`src/rtl/prog_loader.sv`:
```
// Program-memory loader: debounced keys assemble 16-bit words from switch bytes and write them to program RAM.
// Optional running checksum of written words is built only when PROG_LOADER_CHECKSUM_EN is defined.

module prog_loader_debounce #(
  parameter int unsigned DEBOUNCE_CYC = 50000
) (
  input  logic clk,
  input  logic rst,
  input  logic i_key_n,
  output logic o_press
);

  localparam int unsigned CNT_W = (DEBOUNCE_CYC > 1) ? $clog2(DEBOUNCE_CYC) : 1;
  localparam logic [CNT_W-1:0] CNT_LAST = CNT_W'(DEBOUNCE_CYC - 1);

  logic             r_sync1;
  logic             r_sync2;
  logic             r_stable;
  logic             r_press;
  logic [CNT_W-1:0] r_cnt;
  logic             w_diff;

  assign w_diff  = r_sync2 ^ r_stable;
  assign o_press = r_press;

  // Accept a new level only after it has differed from the stable level for DEBOUNCE_CYC cycles.
  always_ff @(posedge clk) begin
    if (!rst) begin
      r_sync1  <= 1'b1;
      r_sync2  <= 1'b1;
      r_stable <= 1'b1;
      r_press  <= 1'b0;
      r_cnt    <= '0;
    end else begin
      r_sync1 <= i_key_n;
      r_sync2 <= r_sync1;
      r_press <= 1'b0;
      if (!w_diff) begin
        r_cnt <= '0;
      end else if (r_cnt == CNT_LAST) begin
        r_stable <= r_sync2;
        r_cnt    <= '0;
        r_press  <= ~r_sync2;
      end else begin
        r_cnt <= r_cnt + CNT_W'(1);
      end
    end
  end

endmodule

module prog_loader #(
  parameter int unsigned ADDR_W       = 8,
  parameter int unsigned DEBOUNCE_CYC = 50000
) (
  input  logic              clk,
  input  logic              rst,
  input  logic [7:0]        sw,
  input  logic              key_byte_n,
  input  logic              key_done_n,
  output logic              prog_we,
  output logic [ADDR_W-1:0] prog_addr,
  output logic [15:0]       prog_data,
  output logic              cpu_rst,
  output logic [ADDR_W:0]   word_count,
  output logic [2:0]        state_led,
  output logic [15:0]       checksum
);

  typedef enum logic [1:0] {
    S_LOAD_HI = 2'd0,
    S_LOAD_LO = 2'd1,
    S_WRITE   = 2'd2,
    S_DONE    = 2'd3
  } state_t;

  localparam logic [ADDR_W-1:0] ADDR_LAST = '1;
  localparam logic [ADDR_W:0]   WC_FULL   = {1'b1, {ADDR_W{1'b0}}};

  state_t            r_state;
  state_t            w_state_nxt;
  logic              w_byte_p;
  logic              w_done_p;
  logic              w_lat_hi;
  logic              w_lat_lo;
  logic              w_commit;
  logic [2:0]        w_led_nxt;
  logic [15:0]       w_word;

  logic [7:0]        r_hi;
  logic [7:0]        r_lo;
  logic              r_we;
  logic [ADDR_W-1:0] r_addr;
  logic              r_cpu_rst;
  logic [ADDR_W:0]   r_wc;
  logic [2:0]        r_led;

  prog_loader_debounce #(.DEBOUNCE_CYC(DEBOUNCE_CYC)) u_db_byte (
    .clk     (clk),
    .rst     (rst),
    .i_key_n (key_byte_n),
    .o_press (w_byte_p)
  );

  prog_loader_debounce #(.DEBOUNCE_CYC(DEBOUNCE_CYC)) u_db_done (
    .clk     (clk),
    .rst     (rst),
    .i_key_n (key_done_n),
    .o_press (w_done_p)
  );

  assign w_word = {r_hi, r_lo};

  always_ff @(posedge clk) begin
    if (!rst) r_state <= S_LOAD_HI;
    else      r_state <= w_state_nxt;
  end

  // Done beats a simultaneous byte; WRITE always completes before DONE can be entered.
  always_comb begin
    w_state_nxt = r_state;
    w_lat_hi    = 1'b0;
    w_lat_lo    = 1'b0;
    w_commit    = 1'b0;
    w_led_nxt   = 3'b001;
    case (r_state)
      S_LOAD_HI: begin
        if (w_done_p) begin
          w_state_nxt = S_DONE;
        end else if (w_byte_p) begin
          w_lat_hi    = 1'b1;
          w_state_nxt = S_LOAD_LO;
        end
      end
      S_LOAD_LO: begin
        if (w_done_p) begin
          w_state_nxt = S_DONE;
        end else if (w_byte_p) begin
          w_lat_lo    = 1'b1;
          w_state_nxt = S_WRITE;
        end
      end
      S_WRITE: begin
        w_commit    = 1'b1;
        w_state_nxt = (r_addr == ADDR_LAST) ? S_DONE : S_LOAD_HI;
      end
      S_DONE: begin
        w_state_nxt = S_DONE;
      end
      default: begin
        w_state_nxt = S_LOAD_HI;
      end
    endcase
    case (w_state_nxt)
      S_LOAD_LO: w_led_nxt = 3'b010;
      S_DONE:    w_led_nxt = 3'b100;
      default:   w_led_nxt = 3'b001;
    endcase
  end

  // Registered outputs and datapath; address/count advance on the edge that ends WRITE.
  always_ff @(posedge clk) begin
    if (!rst) begin
      r_hi      <= '0;
      r_lo      <= '0;
      r_we      <= 1'b0;
      r_addr    <= '0;
      r_cpu_rst <= 1'b1;
      r_wc      <= '0;
      r_led     <= 3'b001;
    end else begin
      r_we      <= (w_state_nxt == S_WRITE);
      r_cpu_rst <= (w_state_nxt != S_DONE);
      r_led     <= w_led_nxt;
      if (w_lat_hi) r_hi <= sw;
      if (w_lat_lo) r_lo <= sw;
      if (w_commit) begin
        r_addr <= r_addr + ADDR_W'(1);
        if (r_wc != WC_FULL) r_wc <= r_wc + (ADDR_W+1)'(1);
      end
    end
  end

`ifdef PROG_LOADER_CHECKSUM_EN
  logic [15:0] r_sum;

  // Sum lands together with the word_count update, so it is final for that word.
  always_ff @(posedge clk) begin
    if (!rst)          r_sum <= '0;
    else if (w_commit) r_sum <= r_sum + w_word;
  end

  assign checksum = r_sum;
`else
  assign checksum = 16'h0000;
`endif

  assign prog_we    = r_we;
  assign prog_addr  = r_addr;
  assign prog_data  = w_word;
  assign cpu_rst    = r_cpu_rst;
  assign word_count = r_wc;
  assign state_led  = r_led;

endmodule

```
`config.mk`:
```
export PLATFORM = sky130hd
export DESIGN_NAME = prog_loader
export DESIGN_NICKNAME = d
export VERILOG_FILES = /design/src/rtl/prog_loader.sv
export SDC_FILE = /design/constraint.sdc
export NUM_CORES = 1
export LEC_CHECK = 0
export CAP_MARGIN = 20
export CORE_MARGIN = 2
export CORE_UTILIZATION = 45
export CTS_BUF_LIST = sky130_fd_sc_hd__clkbuf_16
export DETAILED_ROUTE_END_ITERATION = 16
export PLACE_DENSITY = 0.71
export SYNTH_ARGS = -nofsm -noshare
export SYNTH_HDL_FRONTEND = slang
export SYNTH_SLANG_ARGS = --single-unit
```
`constraint.sdc`:
```
create_clock -name clk -period 2.2 [get_ports clk]
set_input_delay 0.55 -clock clk [delete_from_list [all_inputs] [get_ports clk]]
set_output_delay 0.55 -clock clk [all_outputs]
set_load 0.05 [all_outputs]
```
==> reports/metrics.csv, run 1 <==
stage,metric,value,unit
worst_setup_path,CP arrival,1.59,ns
clocking,"Clk Latency, worst-skew pair",0.33,ns
global_route,vias in the first global route,2482,
synth,"Top FF cell, synth",dfxtp_1,
final_layout,most frequent cells in the layout,"80 x dfxtp_1, 52 x nand2_1, 48 x clkdlybuf4s50_1",
clocking,Root Driver,clkbuf_16,
worst_setup_path,FF-to-FF Start,u_db_byte.r_cnt[4],
floorplanning,Die Height,91.57,um
timing,Final Critical Period,2.144,ns
final_layout,# diodes,0,
drt,first-pass detailed-route iteration total,5,
synth,register bit total from synthesis,80,
final_layout,"commonest non-fill, non-tap cell in the layout",dfxtp_1,
worst_setup_path,crit-path max cell delay,0.84,ns
final_layout,fin util,0.5926,
clocking,CTS tree,done,
worst_setup_path,CP Data Required Time,1.65,ns
power,Net Sw Power,0.6617,mW
synth,Yosys cell types,41,
timing,Slew @ Worst Pin,0.5197,ns
clocking,CTS max path bufs,2,
final_layout,final net count,457,
timing,final slew viol count,0,
floorplanning,Die X,91.57,um
place,placed cell count,528,
power,pwr dens,720.4,mW/mm^2
worst_setup_path,Critical Path End Type,output pin,
global_route,initial antenna violation count,0,
floorplanning,FP Rows,31,
global_route,Total Routing Usage GR,0.1648,
final_layout,share of layout cells above drive strength 1,0.07416,
final_layout,Non-Filler Instances,544,
power,Seq pwr share,0.465,
floorplanning,die area,0.008385,sq mm
final_layout,Fill cells,601,
worst_setup_path,Worst setup startpoint,word_count[5],
worst_setup_path,worst setup path class,reg2out,
place,global placement routability congestion,0.8024,
synth,number of synthesized flops with an enable pin,0,
power,Comb pwr share,0.036,
global_route,largest net degree at the start of global routing,23,
worst_setup_path,"critical path fanouts, max",5,
clocking,TritonCTS buffer count,9,
hold_path,hold path start,u_db_byte.r_sync1,
floorplanning,core area,0.007331,sq mm
worst_setup_path,CP cell instances,clkdlybuf4s50_1,
worst_setup_path,Worst path top cell family by delay,buffers and inverters,
timing,Final period util,0.9746,
clocking,"Clk pin slew, worst setup/hold paths",0.06,ns
drt,Post-Route WL,6527,um
power,P_leak,1.532,nW
drt,1st-iter DRT viols,96,
synth,mux contribution to synthesized area,0.01160,
synth,Synth Area in XOR/XNOR,0.1091,
timing,RSZ-0062 raised after global routing,false,
place,Port Buffers,49,
synth,Post-Synth Adder-Cell Area,0.01813,
timing,Fin Clk Skew,0.009687,ns
drt,drt via density,4.936,
job,Max-Cap Viols,0,
synth,register area share after synthesis,0.4641,
drt,DRC Markers,0,
final_layout,area delta synth->final,25.89,%
worst_setup_path,Setup crit start kind,flip-flop,
timing,Slew HR,0.6524,
drt,wire length per cell,12.00,um
drt,Routed Antenna Nets,0,
synth,synthesized area,0.003451,sq mm
power,clock power share,0.498,
power,Int Power,2.468,mW
global_route,Congestion Overflow GR,0,
final_layout,finished layout cell area,0.004344,sq mm
worst_setup_path,"Max stage delay cell, worst path",clkdlybuf4s50_1,
worst_setup_path,"Buf+Inv Stages, Crit Path",1,
synth,syn avg cell area,9.081,sq um
power,Sw Share,0.2114,
clocking,htree depth,3,
drt,Vias,2685,
clocking,"Setup Fix Bufs, Post-CTS",0,
timing,Fmax,466.4,MHz
floorplanning,Starting Density,0.4707,
synth,largest family of logic cells by synthesized area,simple AND/OR/NAND/NOR gates,
synth,Yosys Warn Count,0,
floorplanning,I/O Pins,66,
timing,final setup fails,0,
clocking,Clock Sinks,80,
synth,Cells after Synth,380,
synth,Synth Area in Simple Gates,0.2770,
place,Final HPWL DP,4551,um
hold_path,Hold Path Class,reg2reg,
timing,Hold Fails Final Rpt,0,
synth,Synth async-reset ratio,0,
place,dpl cell area,0.004028,sq mm
global_route,first-pass GRT wire length,11230,um
power,maximum vdd ir drop,0.4144,mV
timing,setup TNS,0,ns
status,outcome,completed,
synth,post-synthesis compound-gate area fraction,0.05475,
-- kinds of logic after synthesis --
group	after synthesis
adder cells (fa/ha/maj)	5
XOR/XNOR	43
AO/OA/AOI/OAI	27
AND/OR/NAND/NOR	182
other	1
flip-flops	80
multiplexers	4
buffers and inverters	38
-- final cells by class --
| class | instances | area [sq um] | area share |
|---|---|---|---|
| Clock buffer | 9 | 225.2 | 0.05184 |
| Inverter | 12 | 45.04 | 0.01037 |
| Timing Repair Buffer | 60 | 575.6 | 0.1325 |
| Multi-Input combinational cell | 277 | 1684 | 0.3877 |
| Tap cell | 99 | 123.9 | 0.02851 |
| Sequential cell | 80 | 1602 | 0.3687 |
| Clock inverter | 7 | 88.84 | 0.02045 |
-- synthesized netlist by cell type (3+ instances only) --
cell / count / area (sq um)
clkbuf_1: 8 / 30.03
nand2b_1: 6 / 37.54
and2_1: 14 / 87.58
nand3_1: 11 / 55.05
nand4_1: 14 / 87.58
buf_4: 16 / 120.1
o21ai_0: 3 / 15.01
and3_1: 4 / 25.02
a21oi_1: 3 / 15.01
inv_1: 12 / 45.04
xor2_1: 12 / 105.1
nand2_1: 52 / 195.2
ha_1: 5 / 62.56
nor2_1: 38 / 142.6
dfxtp_1: 80 / 1602
xnor2_1: 31 / 271.5
nor4_1: 11 / 68.82
nor3_1: 11 / 55.05
mux2i_1: 4 / 40.04
a21boi_0: 18 / 135.1
-- registers in the layout, indices dropped and copies added (netlist names), 2 cells and up --
signal	flops
word_count	9
prog_addr	8
r_state	2
u_db_byte.r_cnt	16
r_lo	8
state_led	3
r_hi	8
u_db_done.r_cnt	16
-- power groups by stage --
| stage | Combinational (mW) | Clock, mW | Sequential [mW] |
|---|---|---|---|
| 4_1_cts | 0.114 | 1.58 | 1.46 |
| 6_report | 0.114 | 1.56 | 1.46 |
| 2_1_floorplan | 0.107 | 0 | 1.49 |
| 5_1_grt | 0.122 | 1.65 | 1.46 |
| 3_3_place_gp | 0.115 | 0 | 1.49 |
| 3_5_place_dp | 0.114 | 0 | 1.49 |
-- metrics by stage --
| stage | hold slack (ns) | worst slack [ns] | power (mW) |
|---|---|---|---|
| after floorplan | 0.3863 | 0.2063 | 1.595 |
| after global placement | 0.3883 | 0.3145 | 1.602 |
| after detailed placement | 0.3921 | 0.3228 | 1.602 |
| after CTS | 0.4047 | 0.04216 | 3.154 |
| after global routing | 0.4208 | 0.005458 | 3.232 |
| final | 0.4062 | 0.05585 | 3.130 |
-- final timing paths --
check                         to  slack [ns]  cells after the start
min            u_db_byte.r_sync2        0.41                      1
max reg2reg  u_db_byte.r_cnt[13]        0.33                      4
min reg2reg    u_db_byte.r_sync2        0.41                      1
max                word_count[5]        0.06                      1
-- routing by layer --
layer  wire length (um)  global-route usage  vias to the layer above
li1                   -                   -                     1361
met1               3039              0.2052                     1249
met2               3085              0.2714                       68
met3                315             0.04481                        7
met4                 87             0.06187                        0
met5                  0                   0                        -
-- timing repair --
action,CTS,global route
hold buffers,0,0
resized for setup,0,1
setup endpoints to repair,0,1
No activity file was read; power rests on OpenSTA's default activity.
==> run 2, diff against run 1 <==
ABC_AREA = 0   (was not set)
GPL_ROUTABILITY_DRIVEN = 1   (was not set)
==> results of run 2 <==
No change in the layout: final DEF, timing and power equal those of run 1.
==> run 3, diff against run 2 <==
SKIP_CTS_REPAIR_TIMING = 1   (was not set)
==> results of run 3 <==
No change in the layout: final DEF, timing and power equal those of run 1.
